==> src/rtl/uart_cmd_decoder.sv <==
`timescale 1ns/1ps
// UART command packet decoder: assembles HEADER/CMD/ARG/CHK packets into
// motion direction and speed setpoints, counting dropped packets.
module uart_cmd_decoder #(
  parameter logic [7:0]  HEADER        = 8'hAA,
  parameter logic [15:0] TIMEOUT       = 16'd40000,
  parameter logic [7:0]  SPEED_DEFAULT = 8'd128
) (
  input  logic       clk_16x,
  input  logic       rst,
  input  logic [7:0] rx_data,
  input  logic       rx_ready,
  input  logic       rx_error,
  output logic       cmd_valid,
  output logic [7:0] cmd_code,
  output logic [7:0] cmd_arg,
  output logic [2:0] move_dir,
  output logic [7:0] speed,
  output logic [7:0] err_cnt,
  output logic       busy
);
  localparam logic [7:0] CMD_DIR_MAX = 8'h04;
  localparam logic [7:0] CMD_SPEED   = 8'h05;
  localparam logic [7:0] ERR_MAX     = 8'hFF;

  typedef enum logic [1:0] {S_IDLE, S_CMD, S_ARG, S_CHK} state_t;

  state_t      state;
  logic        rdy_d;
  logic [15:0] timer;
  logic [7:0]  cmd_r;
  logic [7:0]  arg_r;
  logic        acc_c;
  logic        drop_c;
  logic        good_c;

  assign acc_c = rx_ready & ~rdy_d;

  // Packet outcome; an accepted byte takes priority over a coincident timeout.
  always_comb begin
    drop_c = 1'b0;
    good_c = 1'b0;
    if (state != S_IDLE) begin
      if (acc_c) begin
        if (rx_error) begin
          drop_c = 1'b1;
        end else if (state == S_CHK) begin
          if (rx_data == (cmd_r ^ arg_r)) good_c = 1'b1;
          else                            drop_c = 1'b1;
        end
      end else if (timer == TIMEOUT) begin
        drop_c = 1'b1;
      end
    end
  end

  always_ff @(posedge clk_16x or posedge rst) begin
    if (rst) begin
      state     <= S_IDLE;
      rdy_d     <= 1'b0;
      timer     <= 16'd0;
      cmd_r     <= 8'd0;
      arg_r     <= 8'd0;
      cmd_valid <= 1'b0;
      cmd_code  <= 8'd0;
      cmd_arg   <= 8'd0;
      move_dir  <= 3'd0;
      speed     <= SPEED_DEFAULT;
      err_cnt   <= 8'd0;
      busy      <= 1'b0;
    end else begin
      rdy_d     <= rx_ready;
      cmd_valid <= 1'b0;
      timer     <= (state == S_IDLE || acc_c) ? 16'd0 : timer + 16'd1;
      if (drop_c) begin
        state <= S_IDLE;
        busy  <= 1'b0;
        if (err_cnt != ERR_MAX) err_cnt <= err_cnt + 8'd1;
      end else if (good_c) begin
        state     <= S_IDLE;
        busy      <= 1'b0;
        cmd_valid <= 1'b1;
        cmd_code  <= cmd_r;
        cmd_arg   <= arg_r;
        if (cmd_r <= CMD_DIR_MAX)    move_dir <= cmd_r[2:0];
        else if (cmd_r == CMD_SPEED) speed    <= arg_r;
      end else if (acc_c) begin
        case (state)
          S_IDLE: begin
            if (rx_data == HEADER && !rx_error) begin
              state <= S_CMD;
              busy  <= 1'b1;
            end
          end
          S_CMD: begin
            cmd_r <= rx_data;
            state <= S_ARG;
          end
          S_ARG: begin
            arg_r <= rx_data;
            state <= S_CHK;
          end
          default: ;
        endcase
      end
    end
  end

endmodule

==> config.mk <==
export PLATFORM = sky130hd
export DESIGN_NAME = uart_cmd_decoder
export DESIGN_NICKNAME = d
export VERILOG_FILES = /design/src/rtl/uart_cmd_decoder.sv
export SDC_FILE = /design/constraint.sdc
export NUM_CORES = 1
export LEC_CHECK = 0
export BUFFER_PORTS_ARGS = -buffer_cell sky130_fd_sc_hd__buf_2
export CAP_MARGIN = 20
export CORE_ASPECT_RATIO = 1.25
export CORE_MARGIN = 8
export CORE_UTILIZATION = 25
export CTS_CLUSTER_SIZE = 16
export DETAILED_ROUTE_END_ITERATION = 10
export HOLD_SLACK_MARGIN = 0.03
export SLEW_MARGIN = 20
export SYNTH_ARGS = -nofsm -noshare
export SYNTH_HDL_FRONTEND = slang
export SYNTH_SLANG_ARGS = --single-unit
==> constraint.sdc <==
create_clock -name clk_16x -period 2.1 [get_ports clk_16x]
set_input_delay 0.315 -clock clk_16x [delete_from_list [all_inputs] [get_ports clk_16x]]
set_output_delay 0.315 -clock clk_16x [all_outputs]
set_load 0.1 [all_outputs]
# ---- After elaboration in Yosys (flattened, before gate mapping)
# Cells that the tools add are included.
dict set report op_classes {
  add_sub_neg 2
  n_lt_le_gt_ge 1
  eq_ne 9
  mux 24
  n_bitwise 6
  reduce_logical 17
}
# cell count
set ops {}
lappend ops {{2-to-1 mux 1 bit} 18}
lappend ops {{adder 16 x 1 -> 16 bit, second input constant} 1}
lappend ops {{== test 16 bit, second input constant} 1}
lappend ops {{2-to-1 mux 16 bit} 1}
lappend ops {{AND reduction 4 bit} 3}
lappend ops {{AND reduction 3 bit} 3}
lappend ops {{nonzero test 3 bit} 3}
lappend ops {{adder 8 x 1 -> 8 bit, second input constant} 1}
lappend ops {{== test 8 x 3 -> 1 bit, second input constant} 1}
lappend ops {{== test 8 bit} 1}
lappend ops {{== test 8 bit, second input constant} 1}
lappend ops {{<= comparator 8 x 3 -> 1 bit, second input constant} 1}
lappend ops {{2-to-1 mux 2 bit} 4}
lappend ops {{!= test 8 bit, second input constant} 1}
lappend ops {{bitwise XOR 8 bit} 1}
lappend ops {{case mux 2 bit (3 select lines)} 1}
lappend ops {{nonzero test 5 bit} 1}
lappend ops {{== test 2 bit, second input constant} 2}
lappend ops {{!= test 4 x 3 -> 1 bit, second input constant} 1}
lappend ops {{inverter 1 bit} 4}
lappend ops {{AND reduction 2 bit} 2}
lappend ops {{== test 2 x 1 -> 1 bit, second input constant} 1}
lappend ops {{zero test 2 bit} 1}
lappend ops {{nonzero test 2 bit} 1}
lappend ops {{other kinds (4)} 4}
dict set report word_totals {
  ff_bits 72
  input_bits 12
  output_inout_bits 37
  wordCells 71
}

# ---- Longest topological paths before layout
# Gate-level depths: netlist of run 1.
dict set report logic_depth {
  word_depth 9
  depth_mapped 8
  depth_no_buf 7
}

# ---- Worst setup path after synthesis of run 1
# No wires, ideal clock.
dict set report synth_timing {
  kind {reg-to-reg}
  from {register err_cnt[0]}
  to {register err_cnt[1]}
  setup_time_ps 126
  t_arrival_ps 2295
  required_ps 1974
  path_slack_ps -321
  stages_incl_launch_ff 8
  path_buffers 1
  period_less_slack_ps 2421
  cell_sequence {dfrtp_1 ha_1 nand3_1 nor2_1 or3_1 buf_2 a21oi_1 mux2_2}
}
dict set report synth_between {
  elab_chain_cells 2
  word_cells_on_any_way 3
  cone_classes {add/sub: 1; eq/ne: 1; reduce/logical: 1}
}
# element line_no
set synth_rtl {}
lappend synth_rtl {{start: declaration} 19} ;# output logic [7:0] err_cnt,
lappend synth_rtl {{start signal: assignment} 78} ;# if (err_cnt != ERR_MAX) err_cnt <= err_cnt + 8'd1;
lappend synth_rtl {{branches (longest 2 deep; another with adder 8 x 1 -> 8 bit)} -}
# Several ways; the timed one is not identified.
# A chain may end at the register's enable or synchronous reset.

# ---- Worst setup path in the final report of run 1
dict set report layout_timing {
  from {register arg_r[3]}
  to {register move_dir[1]}
}
dict set report layout_between {
  elab_chain_cells 9
  word_cells_on_any_way 14
  cone_classes {eq/ne: 1; mux: 10; bitwise: 2; reduce/logical: 1}
}
# element line_no
set layout_rtl {}
lappend layout_rtl {{start: declaration} 32} ;# logic [7:0] arg_r;
lappend layout_rtl {{start signal: assignment} 100} ;# arg_r <= rx_data;
lappend layout_rtl {{bitwise XOR 8 bit *} 48} ;# if (rx_data == (cmd_r ^ arg_r)) good_c = 1'b1;
lappend layout_rtl {{== test 8 bit *} 48}
lappend layout_rtl {{2-to-1 mux 1 bit} 48}
lappend layout_rtl {{2-to-1 mux 1 bit} 47} ;# end else if (state == S_CHK) begin
lappend layout_rtl {{2-to-1 mux 1 bit} 45} ;# if (rx_error) begin
lappend layout_rtl {{2-to-1 mux 1 bit} 44} ;# if (acc_c) begin
lappend layout_rtl {{2-to-1 mux 1 bit} 43} ;# if (state != S_IDLE) begin
lappend layout_rtl {{inverter 1 bit (no source line)} -}
lappend layout_rtl {{AND reduction 3 bit (no source line) *} -}
lappend layout_rtl {{end signal: assignment} 85} ;# if (cmd_r <= CMD_DIR_MAX) move_dir <= cmd_r[2:0];
lappend layout_rtl {{end: declaration} 17} ;# output logic [2:0] move_dir,
# Every way passes the cells marked *; elsewhere a longest branch is shown, timed or not.

==> results of run 1 <==
[critical path: cells and delay by family, from the launching register on]
kind	cells	cell delay (ns)
buffers and inverters	2	0.33
AO/OA/AOI/OAI	1	0.18
XOR/XNOR	1	0.38
flip-flops	1	0.38
AND/OR/NAND/NOR	3	0.67
[layout make-up]
cell class	instances	area (um^2)	area share
Multi-Input combinational cell	178	1600	0.356
Inverter	10	41.3	0.00920
Tap cell	175	219	0.0488
Timing Repair Buffer	80	497	0.111
Clock inverter	7	96.3	0.0215
Clock buffer	9	225	0.0502
Sequential cell	72	1810	0.403
[flip-flops by register name (all words and copies together) (netlist names)]
| signal | count |
|---|---|
| timer | 16 |
| arg_r | 8 |
| cmd_arg | 8 |
| cmd_code | 8 |
| cmd_r | 8 |
| err_cnt | 8 |
| speed | 8 |
| move_dir | 3 |
| state | 2 |
| busy | 1 |
| cmd_valid | 1 |
| rdy_d | 1 |
[synth_stat cells (2+ instances only)]
| library cell | count | share of area |
|---|---|---|
| a2bb2oi_1 | 2 | 0.0051 |
| dfrtp_1 | 71 | 0.52 |
| and3b_1 | 2 | 0.0051 |
| buf_2 | 4 | 0.0058 |
| or3_1 | 5 | 0.0091 |
| o21ai_0 | 4 | 0.0058 |
| nor3_1 | 4 | 0.0058 |
| nor2b_1 | 2 | 0.0036 |
| nand3_1 | 8 | 0.012 |
| nor2_1 | 20 | 0.022 |
| clkbuf_1 | 2 | 0.0022 |
| nand4_1 | 4 | 0.0073 |
| xnor3_1 | 8 | 0.052 |
| inv_1 | 10 | 0.011 |
| a2111oi_2 | 2 | 0.0087 |
| and3_1 | 2 | 0.0036 |
| a31oi_1 | 2 | 0.0036 |
| a21oi_1 | 6 | 0.0087 |
| xor2_1 | 13 | 0.033 |
| ha_1 | 7 | 0.025 |
| nor4_1 | 3 | 0.0054 |
| a211oi_1 | 3 | 0.0065 |
| nor4b_2 | 2 | 0.0087 |
| nand2_1 | 13 | 0.014 |
| mux2_2 | 41 | 0.13 |
| xnor2_1 | 5 | 0.013 |
[metal layers]
layer  global-route usage  vias up  wire length (um)
li1                     -     1129                 -
met1                0.110     1161              3450
met2                0.151       40              3800
met3               0.0234       12               379
met4               0.0451        0               153
met5                    0        -                 0
[cell families after synthesis]
family	share of synthesized area
muxes	0.134
AOI/OAI and AO/OA	0.0639
and+or+nand+nor	0.134
adders and majority gates	0.0254
xor gates and xnor gates	0.0981
DFF	0.523
buffers and inverters	0.0211
[metrics by stage]
| stage | hold WS [ns] | total power [mW] | area [um^2] | TNS, ns |
|---|---|---|---|---|
| 6_report | 0.0804 | 5.22 | 4490 | 0 |
| 5_1_grt | 0.113 | 5.50 | 4490 | -0.0162 |
| 4_1_cts | 0.101 | 5.26 | 4450 | 0 |
| 3_5_place_dp | 0.457 | 3.60 | 4130 | 0 |
| 3_3_place_gp | 0.457 | 3.56 | 4130 | 0 |
| 2_1_floorplan | 0.346 | 3.12 | 3460 | -0.0704 |
[power breakdown]
part	total (mW)	switching, mW	internal [mW]
Combinational	1.71	0.989	0.722
Sequential	1.86	0.230	1.63
Clock	1.65	0.606	1.04
Total	5.22	1.82	3.39
[worst paths after layout]
path	from	endpoint	cells past startpoint
worst max-delay path	arg_r[3]	move_dir[1]	7
worst min-delay path	rst	speed[3]	3
worst max register to register	arg_r[3]	move_dir[1]	7
worst min register to register	err_cnt[6]	err_cnt[6]	1
max in group asynchronous	rst	speed[7]	3
min in group clk_16x	rx_ready	rdy_d	1
[timing repair]
item,in CTS,in global routing
setup buffers,0,1
gates resized for setup,0,7
setup endpoints to repair,0,27
==> key figures, run 1 <==
Route
  – Detail-routed net length per standard cell: roughly 15 um
  – Vias/cell: around 4.4
  – DR vias: 2342
  – Initial drt markers: 114
  – Post-Route WL: just under 8 mm
  – First drt pass iteration count: 4
  – DRC violations left: 0
  – Antenna-violating nets left: 0

Pwr
  – Leak Pwr: ~2.2 nW
  – Worst vdd ir: 0.848 mV
  – Power per standard cell area: about 1200 mW/mm^2

STA
  – RSZ-0062 raised after global routing: yes
  – Tcrit/Tclk final: 0.959
  – Fin. max-slew vios: 0
  – Worst setup margin: slightly below 0.09 ns
  – # setup viols final: 0
  – Slew @ Worst Pin: approximately 0.51 ns
  – Post-route minimum period: approximately 2 ns
  – F_max: between 0.4 and 0.5 GHz
  – Layout Skew: between 0.004 and 0.005 ns
  – Final hold vios: 0
  – Slew HR: 0.659

Synthesis
  – Seq/Total Area, Yosys: 0.523
  – Post-synth EDFFs: 0
  – Synth warn: 0
  – Primary FF master, synth: dfrtp_1
  – Syn Nets: about 290
  – Synth Cell Area: around 0.0034 mm^2
  – Cell variety after synth: 48
  – Synthesized area per cell: roughly 13 um^2
  – Total of flip-flops plus latches after synthesis: 72
  – Syn Inst Count: roughly 270
  – Share of synthesized registers carrying an async set or reset: 1.00

Worst setup path
  – Critical path capture point type: flop
  – CP Cell Sequence: xnor3_1 -> nand4_1 -> nor4_4 -> buf_4 -> buf_6 -> and3b_1 -> a2bb2oi_1
  – Flop-to-flop setup slack: just under 0.09 ns
  – Crit path arrival time: around 2.3 ns
  – Crit Path Max Fanout: 12
  – CP max stage delay: between 0.3 and 0.4 ns
  – CP Data Required Time: 2.35 ns
  – Slowest CP cell: dfrtp_1
  – WS Path Type: flop to flop
  – CP startpoint kind: flop

Clock tree
  – Clk root buf: clkbuf_16
  – Cts hold-fix bufs: 0
  – CTS Buf Count: 9
  – CTS sink count: 72
  – CTS tree: yes
  – Longest Clk Path Bufs: 2
  – Clock slew at reported path FFs: ~0.06 ns
  – H-tree levels: 3
  – Later-pin clock latency in the skew report: ~0.33 ns

Cells and area
  – Share of layout cells above drive strength 1: 0.449
  – Most frequent cells in the layout: dfrtp_1 (65), buf_2 (48), mux2_2 (41)
  – Antenna cell count: 0
  – Layout net count: 370
  – Most common cell after layout, fill and taps aside: dfrtp_1
  – # fillers: about 1400
  – Area growth syn-to-layout: 30.3%
  – Final Util: 0.329
  – Post-Layout Cell Count: between 500 and 600

GRT
  – Grt total ovfl: 0
  – Antenna violations before repair: 0
  – Vias in the first global route: between 2000 and 2500
  – Global-route wire length before repair: between 10 and 15 mm
  – GRT Util Overall: 0.0924
  – Largest net degree at the start of global routing: 73

Floorplanning
  – Std-Cell Rows: 48
  – Starting density of the core: 0.253
  – I/O pins: just under 50
  – Die area: about 0.018 mm^2
  – Die Span Y: roughly 150 um
  – Core Footprint: 0.0136 mm^2
  – Die Wd: between 100 and 150 um

Job
  – Max cap viols: 0

Place
  – Placer Congestion: ~0.75
  – Pre-CTS setup slack: roughly 0.023 ns
  – Dpl hpwl: just under 6 mm
  – IO buf count: between 40 and 50
  – Placed Cells incl. Taps: 514

Run status
  – Status: complete, no violations

Min path
  – HP Class: primary input to asynchronous set/reset pin
(Power assumes the default switching activity.)
==> run 2, diff against run 1 <==
--- a/config.mk
+++ b/config.mk
@@ -9,8 +9,8 @@
 export CAP_MARGIN = 20
 export CORE_ASPECT_RATIO = 1.25
 export CORE_MARGIN = 8
-export CORE_UTILIZATION = 25
-export CTS_CLUSTER_SIZE = 16
+export CORE_UTILIZATION = 31
+export CTS_CLUSTER_SIZE = 28
 export DETAILED_ROUTE_END_ITERATION = 10
 export HOLD_SLACK_MARGIN = 0.03
 export SLEW_MARGIN = 20
==> run 2 against run 1 <==
- worst hold slack worse by 0.020 ns
- die area down 17%
- largest power group unchanged
- highest routed layer unchanged
- clock power about the same
- first-iteration DRC count down 43%
==> key figures, run 2 (synthesized netlist as in run 1, its figures left out) <==
Pwr
  – Power per standard cell area: 1170 mW/mm^2 (+0.71%)
  – Leak Pwr: 2.13 nW (-1.2%)
  – Worst vdd ir: 1.03 mV (+21%)
  – Power, Total: 5.19 mW (-0.44%)

GRT
  – GRT Util Overall: 0.108 (+0.0158)
  – GR Layer Usage met2: 0.162 (+0.0113)
  – Grt total ovfl: 0 (unchanged)
  – Grt peak-use layer: met2
  – Global-route wire length before repair: 12.3 mm (-5.1%)
  – Met1 Track Usage GR: 0.136 (+0.0256)
  – Antenna violations before repair: 0 (unchanged)
  – Grt met3 use: 0.0322 (+0.00874)
  – Vias in the first global route: 2319 (-5.7%)
  – Largest net degree at the start of global routing: 73 (unchanged)

Worst setup path
  – Worst path bufs/invs: 2 (unchanged)
  – CP Cell Sequence: inv_1 -> ha_1 -> and3b_1 -> a41oi_2 -> or3_4 -> buf_6 -> a2111oi_4 -> xor2_1
  – Largest delay share family, worst path: simple AND/OR/NAND/NOR gates
  – WS Path Type: flop to flop
  – CP startpoint kind: flop
  – Crit path arrival time: 2.27 ns (about the same)
  – Crit Path Max Fanout: 6 (-6)
  – Slowest CP cell: dfrtp_1
  – CP max stage delay: 0.40 ns (+0.02 ns)
  – CP Data Required Time: 2.36 ns (about the same)
  – Critical path capture point type: flop

STA
  – Slew @ Worst Pin: 0.503 ns (-0.0109 ns)
  – Tcrit/Tclk final: 0.956 (-0.00243)
  – Layout Skew: 0.00492 ns (+0.000130 ns)
  – Hold Slack: 0.0602 ns (-0.0202 ns)
  – Slew HR: 0.667 (+0.00720)
  – F_max: 0.498 GHz (+0.25%)
  – Fin. max-slew vios: 0 (unchanged)
  – # setup viols final: 0 (unchanged)
  – Worst setup margin: 0.0916 ns (+0.00510 ns)
  – Post-route minimum period: 2.01 ns (-0.00510 ns)
  – Final hold vios: 0 (unchanged)

Cells and area
  – Share of layout cells above drive strength 1: 0.443 (-0.00626)
  – Antenna cell count: 0 (unchanged)
  – Most frequent cells in the layout: dfrtp_1 (65), buf_2 (48), mux2_2 (41)
  – Most common cell after layout, fill and taps aside: dfrtp_1
  – Footprint of the multi-input gates: 0.00161 mm^2 (+0.78%)
  – Area growth syn-to-layout: 28.8%
  – # fillers: 1088 (-20%)
  – Register area: 0.00181 mm^2 (unchanged)
  – Layout net count: 366 (-1.1%)
  – Most flops, register: timer
  – Max reg flops: 16 (unchanged)

Floorplanning
  – Std-Cell Rows: 43 (-10%)
  – Die Wd: 110 um (-8.9%)
  – Starting density of the core: 0.314 (+0.0612)
  – Core Footprint: 0.0110 mm^2 (-19%)
  – I/O pins: 49 (unchanged)
  – Die Span Y: 134 um (-9.1%)
  – Die area: 0.0148 mm^2 (-17%)

Job
  – Max cap viols: 0 (unchanged)

Route
  – Antenna-violating nets left: 0 (unchanged)
  – DR vias: 2332 (-0.43%)
  – Initial drt markers: 65 (-43%)
  – Detail-routed net length per standard cell: 15.5 um (+6.1%)
  – Vias/cell: 4.79 (+8.6%)
  – First drt pass iteration count: 4 (unchanged)
  – DRC violations left: 0 (unchanged)
  – Post-Route WL: 7.57 mm (-2.7%)

Clock tree
  – CTS sink count: 72 (unchanged)
  – Clk root buf: clkbuf_16
  – H-tree levels: 3 (unchanged)
  – Clock slew at reported path FFs: 0.06 ns (about the same)
  – CTS tree: yes
  – CTS Buf Count: 9 (unchanged)
  – Cts hold-fix bufs: 0 (unchanged)
  – Later-pin clock latency in the skew report: 0.34 ns (about the same)
  – Longest Clk Path Bufs: 2 (unchanged)

Place
  – IO buf count: 48 (unchanged)
  – Dpl hpwl: 5.33 mm (-8.7%)
  – Pre-CTS setup slack: 0.00531 ns (-0.0174 ns)
  – Placer Congestion: 0.746 (-0.49%)

Run status
  – Status: complete, no violations

Min path
  – HP Class: primary input to asynchronous set/reset pin
[run 2: path summary, 6_finish.rpt]
| path | start | endpoint | slack (ns) | cells after the start |
|---|---|---|---|---|
| worst max-delay path | timer[1] | err_cnt[6] | 0.09 | 8 |
| worst min-delay path | rst | cmd_arg[5] | 0.06 | 3 |
| worst max register to register | timer[1] | err_cnt[6] | 0.09 | 8 |
| worst min register to register | err_cnt[6] | err_cnt[6] | 0.50 | 1 |
| max in group asynchronous | rst | speed[7] | 1.67 | 3 |
| min in group clk_16x | rx_ready | rdy_d | 0.13 | 1 |
[run 2: what timing repair did]
| item | in CTS | in global routing |
|---|---|---|
| pin swaps | 0 | 6 |
| setup buffers | 0 | 5 |
| endpoints found under the setup margin | 5 | 35 |
| gates resized for setup | 1 | 11 |
[run 2: worst min-delay path, stage by stage]
cell and delay (ns):
buf_2 0.11, clkinvlp_4 0.07, buf_12 0.32
[run 2: through the flow]
step,instances,setup TNS [ns],util,instance area (um^2)
2_1_floorplan,267,-0.0704,-,3460
3_3_place_gp,466,0,0.366,4020
3_5_place_dp,466,0,0.366,4020
4_1_cts,482,-0.00759,0.396,4340
5_1_grt,487,-0.0578,0.404,4440
6_report,487,0,0.404,4440
[run 2: metal layers]
metal / vias up / routed length, um
met5: - / 0
met4: 0 / 161
met1: 1150 / 3330
li1: 1121 / -
met3: 12 / 521
met2: 49 / 3550
[run 2: report_power, final]
part,total [mW],internal [mW],switching [mW]
clock,1.66,1.05,0.612
combinational,1.67,0.697,0.970
sequential,1.87,1.63,0.240
[run 2: area by class of cell]
type / instances / area share
Sequential cell: 72 / 0.408
Multi-Input combinational cell: 178 / 0.363
Timing Repair Buffer: 76 / 0.109
Clock buffer: 10 / 0.0516
Tap cell: 135 / 0.0381
Clock inverter: 6 / 0.0209
Inverter: 10 / 0.00931
==> run 3, diff against run 2 <==
--- a/config.mk
+++ b/config.mk
@@ -5,6 +5,7 @@
 export SDC_FILE = /design/constraint.sdc
 export NUM_CORES = 1
 export LEC_CHECK = 0
+export ABC_AREA = 1
 export BUFFER_PORTS_ARGS = -buffer_cell sky130_fd_sc_hd__buf_2
 export CAP_MARGIN = 20
 export CORE_ASPECT_RATIO = 1.25
==> run 3 against run 2 <==
- clock-buffer cell count increased by 3
- fmax up 4.0%
- via count increased by 26%
- critical endpoint is now speed[5]
- largest cell class unchanged
- largest power group unchanged
==> key figures, run 3 <==
Cells and area
  – Share of layout cells above drive strength 1: 0.237 (-0.207)
  – Most frequent cells in the layout: nand2_1 (128), dfrtp_1 (68), buf_2 (48)
  – Area growth syn-to-layout: 22.6%
  – Antenna cell count: 0 (unchanged)
  – Layout net count: 517 (+41%)
  – Post-Layout Cell Count: 638 (+31%)
  – Max reg flops: 16 (unchanged)
  – Most flops, register: timer
  – Most common cell after layout, fill and taps aside: nand2_1

STA
  – F_max: 0.518 GHz (+4.0%)
  – Final hold vios: 0 (unchanged)
  – Fin. max-slew vios: 0 (unchanged)
  – Tcrit/Tclk final: 0.919 (-0.0371)
  – Slew @ Worst Pin: 0.501 ns (-0.00289 ns)
  – Post-route minimum period: 1.93 ns (-0.0778 ns)
  – # setup viols final: 0 (unchanged)
  – Hold Slack: 0.0859 ns (+0.0257 ns)
  – Layout Skew: 0.0111 ns (+0.00616 ns)
  – Worst setup margin: 0.169 ns (+0.0778 ns)
  – Slew HR: 0.669 (+0.00192)
  – RSZ-0062 raised after global routing: yes

Route
  – Post-Route WL: 7.85 mm (+3.7%)
  – Antenna-violating nets left: 0 (unchanged)
  – Initial drt markers: 118 (+82%)
  – DRC violations left: 0 (unchanged)
  – First drt pass iteration count: 4 (unchanged)
  – DR vias: 2943 (+26%)
  – Detail-routed net length per standard cell: 12.3 um (-21%)
  – Vias/cell: 4.61 (-3.7%)

Place
  – IO buf count: 48 (unchanged)
  – Placer Congestion: 0.819 (+9.8%)
  – Placed Cells incl. Taps: 613 (+32%)
  – Pre-CTS setup slack: 0.0700 ns (+0.0647 ns)
  – Dpl hpwl: 5.64 mm (+5.8%)

Min path
  – HP Class: primary input to asynchronous set/reset pin

GRT
  – Vias in the first global route: 2893 (+25%)
  – Largest net degree at the start of global routing: 73 (unchanged)
  – GRT Util Overall: 0.108 (-0.000133)
  – Antenna violations before repair: 0 (unchanged)
  – Grt total ovfl: 0 (unchanged)
  – Global-route wire length before repair: 13.4 mm (+8.8%)

Clock tree
  – Clk root buf: clkbuf_16
  – CTS Buf Count: 9 (unchanged)
  – Cts hold-fix bufs: 0 (unchanged)
  – H-tree levels: 3 (unchanged)
  – Clock slew at reported path FFs: 0.06 ns (about the same)
  – CTS tree: yes
  – Longest Clk Path Bufs: 2 (unchanged)
  – Later-pin clock latency in the skew report: 0.33 ns (about the same)
  – CTS sink count: 72 (unchanged)

Synthesis
  – Synth area leaders: dfrtp_1 (50%), nand2_1 (14%), inv_1 (5.2%)
  – Synth Cell Area: 0.00355 mm^2 (+3.1%)
  – Post-synthesis compound-gate area fraction: 0.102 (+0.0383)
  – Post-synthesis xor/xnor area fraction: 0.0148 (-0.0833)
  – Post-synth top cells: nand2_1 (132), dfrtp_1 (71), inv_1 (49)
  – Post-synthesis mux area share: 0 (-0.134)
  – Simple-gate portion of the synthesized area: 0.270 (+0.136)
  – Post-synth EDFFs: 0 (unchanged)
  – Cell variety after synth: 33 (-31%)
  – Syn Inst Count: 433 (+62%)
  – Syn Nets: 452 (+58%)
  – Share of synthesized registers carrying an async set or reset: 1.00 (unchanged)
  – Count leader, synth: nand2_1
  – Seq/Total Area, Yosys: 0.508 (-0.0157)
  – Main combinational cell family by area after synthesis: simple AND/OR/NAND/NOR gates
  – Total of flip-flops plus latches after synthesis: 72 (unchanged)
  – Synth Area in Adders: 0.0247 (-0.000762)
  – Synth warn: 0 (unchanged)
  – Dominant cell type by area after synthesis: dfrtp_1
  – Share of the synthesized area in the top cell type: 0.500 (-0.0154)
  – Synthesized area per cell: 8.20 um^2 (-36%)
  – Primary FF master, synth: dfrtp_1

Worst setup path
  – R2R Path Start: arg_r[2]
  – WS Path Type: flop to flop
  – CP Cell Sequence: inv_1 -> nand2_1 -> nand2_1 -> nand2_1 -> nand2_1 -> nand2_1 -> nor2_2 -> nand2_2 -> inv_4 -> nand2_2 -> nor3_4 -> nand3_4 -> nand2_1 -> o21ai_2
  – Crit Path Max Fanout: 8 (+2)
  – Reg2reg path depth: 14 (+6)
  – CP dominant cell by count: nand2_1
  – Flop-to-flop setup slack: 0.17 ns (+0.08 ns)
  – FF-to-FF End: speed[5]
  – Worst Setup SP: arg_r[2]
  – CP Data Required Time: 2.32 ns (-0.04 ns)
  – Crit path arrival time: 2.15 ns (-0.12 ns)
  – Critical path capture point type: flop
  – CP startpoint kind: flop
  – CP max stage delay: 0.39 ns (about the same)
  – Slowest CP cell: dfrtp_1

Job
  – Max cap viols: 0 (unchanged)

Floorplanning
  – Die Span Y: 136 um (+1.3%)
  – Die area: 0.0152 mm^2 (+2.7%)
  – Die Wd: 112 um (+1.3%)
  – Starting density of the core: 0.319 (+0.00500)
  – I/O pins: 49 (unchanged)
  – Core Footprint: 0.0111 mm^2 (+1.5%)
  – Std-Cell Rows: 43 (unchanged)

Pwr
  – Switching Fraction: 0.389 (+0.0383)
  – Cell-internal power: 3.01 mW (-11%)
  – Sequential Power Share: 0.377 (+0.017)
  – Net switching power: 1.92 mW (+5.3%)
  – Logic pwr share: 0.338 (+0.017)
  – Power per standard cell area: 1130 mW/mm^2 (-3.2%)
  – Worst vdd ir: 0.938 mV (-8.8%)
  – Clk pwr share: 0.285 (-0.034)
  – Leak Pwr: 2.21 nW (+3.4%)

Run status
  – Status: complete, no violations
==> run 3: through the flow <==
step                power [mW]   util  instance area (um^2)  setup TNS (ns)
CTS                       4.85  0.380                  4240               0
finish                    4.93  0.391                  4350               0
floorplan                 3.06      -                  3560               0
global route              5.30  0.391                  4350         -0.0792
detailed placement        3.41  0.355                  3960               0
global placement          3.38  0.355                  3960               0
==> run 3: timing repair <==
item | CTS | global route
setup buffers | 0 | 8
endpoints found under the setup margin | 0 | 23
resized for setup | 0 | 15
==> run 3: cells by family (layout without fill, tap and decap cells) <==
logic type,Yosys count,in the layout
compound gates,67,67
simple gates,211,212
fa+ha+maj,7,7
flops,72,72
xor+xnor,6,6
buf+inv,70,139
==> run 3: power by group through the flow <==
stage	sequential [mW]	clock (mW)	combinational, mW
2_1_floorplan	2.14	0	0.922
3_3_place_gp	1.87	0	1.51
3_5_place_dp	1.87	0	1.54
4_1_cts	1.85	1.45	1.55
5_1_grt	1.90	1.52	1.88
6_report	1.86	1.41	1.66
==> run 3: worst max path at each step <==
stage            endpoint  slack (ns)  cells past startpoint
3_3_place_gp     speed[5]        0.12                     14
3_5_place_dp     speed[1]        0.07                     14
6_report         speed[5]        0.17                     14
4_1_cts          speed[1]        0.03                     14
5_1_grt          speed[6]       -0.02                     14
2_1_floorplan  err_cnt[3]        0.14                     10
==> run 3: layer usage <==
metal  global-route usage  wire length, um  vias up
li1                     -                -     1522
met4               0.0548              138        0
met2                0.180             3730       57
met3               0.0335              375       10
met1                0.124             3610     1354
met5                    0                0        -
==> run 3: area by class of cell <==
class / count / area [um^2]
Multi-Input combinational cell: 292 / 1520
Inverter: 63 / 243
Sequential cell: 72 / 1810
Clock inverter: 3 / 17.5
Tap cell: 135 / 169
Clock buffer: 13 / 260
Fill cell: 1141 / 6780
Timing Repair Buffer: 60 / 343
==> run 3: critical path: cells and delay by family, from the launching register on <==
family / cells / cell delay [ns]
compound gates: 1 / 0.05
buf+inv: 2 / 0.17
flops: 1 / 0.39
simple gates: 11 / 1.21
